--- src/rtl/spi_cfg_master_pkg.sv ---
// Shared definitions for the SPI configuration master and its slave:
// FSM state encoding, register-select bytes and frame geometry.
package spi_cfg_master_pkg;

    typedef enum logic [2:0] {
        IDLE,
        SETUP,
        SCK_HI,
        SCK_LO,
        HOLD,
        GAP,
        FL_HI,
        FL_LO
    } spi_state_t;

    localparam logic [7:0] REG_BACKGROUND  = 8'h00;
    localparam logic [7:0] REG_SOLID_COLOR = 8'h01;
    localparam logic [7:0] REG_AUDIO_EN    = 8'h02;

    // Divider width covers twice the largest half-period (HOLD spans a full SCLK period).
    localparam int DIV_W = 9;

    // Index of the last of the 16 SCLK rising edges in a frame.
    localparam logic [3:0] LAST_BIT = 4'd15;

    function automatic logic [15:0] frame_word(input logic [7:0] addr, input logic [7:0] data);
        return {addr, data};
    endfunction

endpackage

--- src/rtl/spi_cfg_master_clk_div.sv ---
// Load/terminal-count down counter that times every non-idle FSM state.
module spi_clk_div
    import spi_cfg_master_pkg::*;
(
    input  logic             clk,
    input  logic             rst,
    input  logic             load,
    input  logic [DIV_W-1:0] load_val,
    output logic             tc
);

    localparam logic [DIV_W-1:0] CNT_ONE = DIV_W'(1);

    logic [DIV_W-1:0] cnt_reg;

    always_ff @(posedge clk or posedge rst) begin
        if (rst) begin
            cnt_reg <= '0;
        end else if (load) begin
            cnt_reg <= load_val;
        end else if (cnt_reg != '0) begin
            cnt_reg <= cnt_reg - CNT_ONE;
        end
    end

    assign tc = (cnt_reg == '0);

endmodule

--- src/rtl/spi_cfg_master.sv ---
// SPI mode-0 write-only configuration master: 16-bit {addr,data} frames
// with a slave-present AND of MISO, plus a single-pulse slave-clear flush.
module spi_cfg_master
    import spi_cfg_master_pkg::*;
#(
    parameter int unsigned CLK_DIV = 2
) (
    input  logic       clk,
    input  logic       rst,
    input  logic       cmd_valid,
    input  logic [7:0] cmd_addr,
    input  logic [7:0] cmd_data,
    input  logic       cmd_flush,
    output logic       cmd_ready,
    output logic       done,
    output logic       ack,
    output logic       SCLK,
    output logic       SSEL,
    output logic       MOSI,
    input  logic       MISO
);

    localparam logic [DIV_W-1:0] HALF_LOAD = DIV_W'(CLK_DIV - 1);
    // HOLD stretches over a full SCLK period so the frame spans 17 SCLK periods plus the gap.
    localparam logic [DIV_W-1:0] HOLD_LOAD = DIV_W'(2 * CLK_DIV - 1);

    spi_state_t       state_reg, state_next;
    logic [15:0]      shift_reg, shift_next;
    logic [3:0]       bit_cnt_reg, bit_cnt_next;
    logic             sclk_reg, sclk_next;
    logic             ssel_reg, ssel_next;
    logic             mosi_reg, mosi_next;
    logic             acc_reg, acc_next;
    logic             ack_reg, ack_next;
    logic             done_reg, done_next;
    logic             flush_reg, flush_next;
    logic             div_load, div_tc;
    logic [DIV_W-1:0] div_val;

    spi_clk_div u_div (
        .clk      (clk),
        .rst      (rst),
        .load     (div_load),
        .load_val (div_val),
        .tc       (div_tc)
    );

    always_ff @(posedge clk or posedge rst) begin
        if (rst) begin
            state_reg   <= IDLE;
            shift_reg   <= '0;
            bit_cnt_reg <= '0;
            sclk_reg    <= 1'b0;
            ssel_reg    <= 1'b1;
            mosi_reg    <= 1'b0;
            acc_reg     <= 1'b0;
            ack_reg     <= 1'b0;
            done_reg    <= 1'b0;
            flush_reg   <= 1'b0;
        end else begin
            state_reg   <= state_next;
            shift_reg   <= shift_next;
            bit_cnt_reg <= bit_cnt_next;
            sclk_reg    <= sclk_next;
            ssel_reg    <= ssel_next;
            mosi_reg    <= mosi_next;
            acc_reg     <= acc_next;
            ack_reg     <= ack_next;
            done_reg    <= done_next;
            flush_reg   <= flush_next;
        end
    end

    always_comb begin
        state_next   = state_reg;
        shift_next   = shift_reg;
        bit_cnt_next = bit_cnt_reg;
        sclk_next    = sclk_reg;
        ssel_next    = ssel_reg;
        mosi_next    = mosi_reg;
        acc_next     = acc_reg;
        ack_next     = ack_reg;
        done_next    = 1'b0;
        flush_next   = flush_reg;

        unique case (state_reg)
            IDLE: begin
                if (cmd_flush) begin
                    state_next = FL_HI;
                    flush_next = 1'b1;
                    sclk_next  = 1'b1;
                    ssel_next  = 1'b1;
                end else if (cmd_valid) begin
                    state_next   = SETUP;
                    flush_next   = 1'b0;
                    shift_next   = frame_word(cmd_addr, cmd_data);
                    mosi_next    = cmd_addr[7];
                    ssel_next    = 1'b0;
                    sclk_next    = 1'b0;
                    bit_cnt_next = '0;
                    acc_next     = 1'b1;
                end
            end
            SETUP, SCK_LO: begin
                if (div_tc) begin
                    state_next = SCK_HI;
                    sclk_next  = 1'b1;
                    acc_next   = acc_reg & MISO;
                end
            end
            SCK_HI: begin
                if (div_tc) begin
                    sclk_next = 1'b0;
                    if (bit_cnt_reg == LAST_BIT) begin
                        state_next = HOLD;
                    end else begin
                        state_next   = SCK_LO;
                        shift_next   = {shift_reg[14:0], 1'b0};
                        mosi_next    = shift_reg[14];
                        bit_cnt_next = bit_cnt_reg + 4'd1;
                    end
                end
            end
            HOLD: begin
                if (div_tc) begin
                    state_next = GAP;
                    ssel_next  = 1'b1;
                    mosi_next  = 1'b0;
                end
            end
            GAP: begin
                if (div_tc) begin
                    state_next = IDLE;
                    done_next  = 1'b1;
                    // A flush leaves the slave-present flag of the last frame intact.
                    if (!flush_reg) begin
                        ack_next = acc_reg;
                    end
                end
            end
            FL_HI: begin
                if (div_tc) begin
                    state_next = FL_LO;
                    sclk_next  = 1'b0;
                end
            end
            FL_LO: begin
                if (div_tc) begin
                    state_next = GAP;
                end
            end
            default: begin
                state_next = IDLE;
            end
        endcase

        div_load = (state_next != state_reg);
        div_val  = (state_next == HOLD) ? HOLD_LOAD : HALF_LOAD;
    end

    assign cmd_ready = (state_reg == IDLE);
    assign done      = done_reg;
    assign ack       = ack_reg;
    assign SCLK      = sclk_reg;
    assign SSEL      = ssel_reg;
    assign MOSI      = mosi_reg;

endmodule

--- config.mk ---
export PLATFORM = sky130hd
export DESIGN_NAME = spi_cfg_master
export DESIGN_NICKNAME = d
export VERILOG_FILES = /design/src/rtl/spi_cfg_master_pkg.sv /design/src/rtl/spi_cfg_master_clk_div.sv /design/src/rtl/spi_cfg_master.sv
export SDC_FILE = /design/constraint.sdc
export NUM_CORES = 1
export LEC_CHECK = 0
export ABC_AREA = 1
export CORE_UTILIZATION = 30
export DETAILED_ROUTE_END_ITERATION = 10
export SLEW_MARGIN = 30
export SYNTH_ARGS = -nofsm -noshare
export SYNTH_HDL_FRONTEND = slang
export SYNTH_SLANG_ARGS = --single-unit
--- constraint.sdc ---
create_clock -name clk -period 1.9 [get_ports clk]
set_input_delay 0.38 -clock clk [delete_from_list [all_inputs] [get_ports clk]]
set_output_delay 0.38 -clock clk [all_outputs]
set_load 0.02 [all_outputs]
# Word-level counts from Yosys, hierarchy flattened
# Cells that the tools add are included.
dict set report word_totals {
  regBits 38
  input_bits 21
  output_inout_bits 6
  elab_cells 92
}
dict set report classes {
  add_sub_neg 2
  n_eq_ne 18
  n_mux 39
  bitwise 2
  reduce_logical 20
}
# op n
set ops {}
lappend ops {{$mux 15} 4}
lappend ops {{$pmux 15 s2} 1}
lappend ops {{$mux 3} 8}
lappend ops {{$mux 9} 2}
lappend ops {{$pmux 3 s6} 1}
lappend ops {{$mux 4} 4}
lappend ops {{$eq 3x3->1 const B} 5}
lappend ops {{$mux 1} 13}
lappend ops {{$ne 2x2->1 const B} 6}
lappend ops {{$reduce_bool 2->1} 5}
lappend ops {{$logic_not 9->1} 1}
lappend ops {{$reduce_bool 9->1} 1}
lappend ops {{$sub 9x1->9 const B} 1}
lappend ops {{$pmux 4 s2} 1}
lappend ops {{$reduce_and 4->1} 2}
lappend ops {{$eq 3x2->1 const B} 2}
lappend ops {{$pmux 1 s3} 2}
lappend ops {{$reduce_and 3->1} 2}
lappend ops {{$reduce_and 6->1} 1}
lappend ops {{$reduce_bool 3->1} 2}
lappend ops {{$reduce_or 2->1} 3}
lappend ops {{$reduce_and 5->1} 1}
lappend ops {{$add 4x1->4 const B} 1}
lappend ops {{$eq 4x4->1 const B} 1}
lappend ops {{10 further kinds} 11}

# Logic depth before layout (Yosys ltp)
dict set report logic_depth {
  ltp_word 7
  mapped_depth 14
  mapped_depth_nobuf 14
}

# Hierarchy
# Synthesis repeated with hierarchy kept, for this count alone.
dict set report unflattened {
  cells_unflattened 292
  hier_area_um2 2217.1
}
# module instances cells_per_inst area_each_um2 seq_area_each_um2
set modules_own_cells {}
lappend modules_own_cells {spi_cfg_master 1 213 1649.1 726.9}
lappend modules_own_cells {spi_clk_div 1 79 568.0 225.2}

# Worst setup path before layout
# No wires, ideal clock.
dict set report synth_path {
  path_kind {register to register}
  startpoint {reg u_div.cnt_reg[0]}
  endpoint {reg u_div.cnt_reg[2]}
  setup_time_ps 122
  t_arrival_ps 1566
  t_required_ps 1778
  path_slack_ps 211
  path_stages_with_launch 13
  path_buffers 1
  synth_period_minus_slack_ps 1689
  path_cell_list {dfrtp_1 > inv_1 > ha_1 > nand2_1 > nor2_1 > nand2_2 > buf_4 > o211ai_1 > nand3_2 > nand2_1 > nand2_2 > nand2_4 > nor2_2}
}
dict set report synth_via {
  elab_chain_cells 5
  elab_cells_between_ends 13
  classes_between {add/sub (1); eq/ne (1); mux (8); reduce/logical (3)}
}
# element line_no
set synth_rtl {}
lappend synth_rtl {{from (decl)} spi_cfg_master_clk_div.sv:14} ;# logic [DIV_W-1:0] cnt_reg;
lappend synth_rtl {{from (signal assigned)} spi_cfg_master_clk_div.sv:20} ;# cnt_reg <= load_val;
lappend synth_rtl {{from (signal assigned)} spi_cfg_master_clk_div.sv:22} ;# cnt_reg <= cnt_reg - CNT_ONE;
lappend synth_rtl {{$logic_not 9->1 (*)} spi_cfg_master_clk_div.sv:26} ;# assign tc = (cnt_reg == '0);
lappend synth_rtl {{$mux 3 (on tied branches)} -}
lappend synth_rtl {{$pmux 3 s6 (*)} spi_cfg_master.sv:86} ;# unique case (state_reg)
lappend synth_rtl {{net state_next[0]} spi_cfg_master.sv:27} ;# spi_state_t state_reg, state_next;
lappend synth_rtl {{$ne 3x3->1 (*)} spi_cfg_master.sv:157} ;# div_load = (state_next != state_reg);
lappend synth_rtl {{$mux 9 or $reduce_bool 2->1 (tied branches)} -}
# Mark *: on every way through the listed nets, which the timed path passes. The rest lies on a longest branch. The select of a mux whose other input is x is not followed.
# A chain may end at the register's enable or synchronous reset.

# Worst setup path after layout
dict set report layout_path {
  startpoint {reg state_reg[1]}
  endpoint {out cmd_ready}
}
dict set report layout_via {
  elab_chain_cells 1
}
# element line_no
set layout_rtl {}
lappend layout_rtl {{from (decl)} spi_cfg_master.sv:27}
lappend layout_rtl {{from (signal assigned)} spi_cfg_master.sv:61} ;# state_reg <= state_next;
lappend layout_rtl {{$logic_not 3->1} spi_cfg_master.sv:161} ;# assign cmd_ready = (state_reg == IDLE);
lappend layout_rtl {{to (decl)} spi_cfg_master.sv:14} ;# output logic cmd_ready,
# Every way passes these cells.

==> qor.csv <==
stage,metric,value,unit
synthesis,"Cell Area, Synth",2180,µm²
die,initial core utilization,31.6,%
placement,pre-CTS setup slack,0.0208,ns
clock_tree,Clock Latency Late Sink,0.30,ns
power_and_ir_drop,Pleak,1.29,nW
synthesis,"count leader, synth",nand2_1,
critical_path,Crit. End Element,primary output,
sta,pins over their slew limit,0,
route,Final ANT Viol Nets,0,
critical_path,critical-path maximum fanout,6,
power_and_ir_drop,Pint,2.74,mW
critical_path,crit path launch type,register,
global_route,number of global-route vias before repair,1795,
sta,final hold vios,0,
power_and_ir_drop,P_sw,2.23,mW
global_route,grt ovf,0,
route,final wirelength,4710,µm
clock_tree,total CTS buffers,5,
cells_and_area,fin area,2840,µm²
cells_and_area,area of the multi-input gates,1010,µm²
clock_tree,root buffer cell,clkbuf_8,
die,Core Area,6910,µm²
clock_tree,TritonCTS clock tree,built,
synthesis,post-synth top area share,42.5,%
placement,placed cell area,2620,µm²
sta,Slew headroom,79.4,%
global_route,All-Layer GR Usage,13.5,%
synthesis,mean area per synthesized cell,8.49,µm²
power_and_ir_drop,VDD IR max,0.598,mV
synthesis,Yosys reg bits,38,
power_and_ir_drop,switching share of total power,44.9,%
sta,Tcrit/Tclk final,95.0,%
sta,Fmax,554,MHz
cells_and_area,post-route insts no fill,397,
outcome,status,completed,
route,initial DRC count,64,
synthesis,post-synth top area cell,dfrtp_1,
synthesis,"Async S/R FF share, synth",100,%
die,Die Y-Extent,87.3,µm
synthesis,Syn Inst Count,257,
power_and_ir_drop,clock power share,12.1,%
synthesis,Mapped Nets,281,
critical_path,CP Data Required Time,1.52,ns
route,DRC viols,0,
critical_path,"Arr. time, crit path",1.43,ns
cells_and_area,layout cells sized above 1,25.9,%
synthesis,Synth area leaders,"dfrtp_1, nand2_1, inv_1, o211ai_1, nor2_1",
sta,setup violators final,0,
route,Vias,1764,
synthesis,Synth Flop Type,dfrtp_1,
placement,buffers added on ports,26,
sta,Sum Neg Setup Slack,0,ns
clock_tree,Max Root-Sink Buffers,2,
clock_tree,clk sinks,38,
die,row count,30,
cells_and_area,area grow syn2layout,30.4,%
placement,HPWL Detailed,3200,µm
sta,hold_ws,0.427,ns
global_route,first-pass GRT wire length,7990,µm
global_route,largest net degree at the start of global routing,39,
route,Pre-Repair DR Iteration Count,4,
route,WL/cell,11.9,µm
die,die width,87.3,µm
power_and_ir_drop,Flop pwr share,27.5,%
die,IO Pins,27,
global_route,antenna violations before repair,0,
cells_and_area,register area,952,µm²
flow_run,Max Cap Viol,0,
cells_and_area,ANT cells,0,
cells_and_area,max reg flops,15,
synthesis,Post-synth EDFFs,0,
power_and_ir_drop,Comb power frac,60.4,%
sta,Setup WS post-layout,0.0944,ns
synthesis,Yosys Warn Count,0,
die,die area,7610,µm²
critical_path,kind of critical path,reg -> out,
synthesis,commonest cells in the netlist,"nand2_1, dfrtp_1, inv_1, nor2_1, nand3_1",
power_and_ir_drop,Pwr per Cell Area,1750,nW/µm²
synthesis,synth unique cells,37,
cells_and_area,nets,324,
clock_tree,cts hold-fix bufs,0,
sta,Slew @ Worst Pin,0.309,ns
placement,Cells after DPL,382,
route,vias per inst,4.44,
sta,Clock Skew,0.00499,ns
placement,GP Congestion,0.833,
min_path,HP Class,in -> async,
clock_tree,CTS H-Tree Depth,2,
clock_tree,clk slew on worst S/H paths,0.08,ns
sta,RSZ-0062 raised after global routing,no,
sta,post-route minimum period,1.81,ns
cells_and_area,fillcell total,718,
synthesis,post-synthesis sequential area ratio,43.7,%
what timing repair did:
item / 4_1_cts / 5_1_grt
gates resized for setup: 1 / 11
endpoints found under the setup margin: 1 / 28
pin swaps: 0 / 5
gates cloned: 0 / 3
endpoints found under the hold margin: 0 / 0
setup buffers: 0 / 4
power by group through the flow:
stage               sequential (mW)  clock, mW  combinational, mW
floorplan                      1.41          0               2.00
global placement               1.36          0               2.67
detailed placement             1.38          0               2.71
CTS                            1.36      0.618               2.71
global route                   1.41      0.648               3.37
finish                         1.36      0.601               3.00
path summary, 6_finish.rpt:
path / from / endpoint / slack [ns] / depth (start not counted)
setup reg to reg: u_div.cnt_reg[1]$_DFFE_PP0P_ / bit_cnt_reg[2]$_DFFE_PP0P_ / 0.12 / 14
hold reg to reg: ack$_DFFE_PP0P_ / ack$_DFFE_PP0P_ / 0.49 / 2
hold / removal: rst / shift_reg[6]$_DFFE_PP0P_ / 0.43 / 3
min in group clk: ack$_DFFE_PP0P_ / ack$_DFFE_PP0P_ / 0.49 / 2
max in group asynchronous: rst / SSEL$_DFFE_PP1P_ / 1.21 / 3
setup / recovery: state_reg[1]$_DFF_PP0_ / cmd_ready / 0.09 / 4
worst max-delay path, stage by stage (launching register included):
cell and delay, ns:
dfrtp_1 0.45, nor2_2 0.16, nand2_2 0.11, inv_1 0.09, clkdlybuf4s15_1 0.30
per-stage QoR:
step | util, % | total power, mW
after floorplan | - | 3.40
after global placement | 38.0 | 4.03
after detailed placement | 38.0 | 4.09
after CTS | 39.3 | 4.70
after global routing | 41.2 | 5.43
final | 41.2 | 4.97
layer usage:
metal	GRT usage, %	up-vias	share of wire [%]
li1	-	919	-
met4	5.22	0	1.6
met2	22.2	35	47
met3	3.60	9	4.5
met1	16.9	801	47
met5	0	-	0
cells by family (layout without fill, tap and decap cells):
logic type | Yosys count | count (layout) | synth area share, %
flops | 38 | 38 | 43.7
fa+ha+maj | 3 | 3 | 1.72
simple gates | 101 | 101 | 23.4
buf+inv | 54 | 98 | 11.0
compound gates | 55 | 55 | 17.8
xor+xnor | 6 | 6 | 2.41
layout make-up:
class	instances	share of cell area, %
multi-input combinational	165	35.5
inverter	46	6.51
clock inverter	1	0.176
tap	96	4.22
timing repair buffer	44	17.1
sequential	38	33.5
clock buffer	7	3.04
cells in the final DEF, fill, tap and decap left out, types with 2 or more instances in the layout:
master	Yosys	routed
nand2_2	5	6
nand3_2	2	2
buf_4	2	12
inv_1	37	35
clkbuf_16	0	3
nor2_2	10	10
o21ai_0	10	10
a21oi_1	8	8
nand2_4	4	5
nor2_1	19	18
xor2_1	6	6
nor3_2	2	2
nor2_4	2	3
nand4_1	2	2
o211ai_1	10	10
o211ai_2	5	5
nand3_1	14	14
o21ai_1	10	10
nand2_1	40	38
clkdlybuf4s50_1	0	25
buf_12	0	3
o21ai_2	5	5
clkbuf_8	0	6
dfrtp_1	37	37
inv_4	3	2
inv_2	6	8
ha_1	3	2
(Power assumes the default switching activity.)
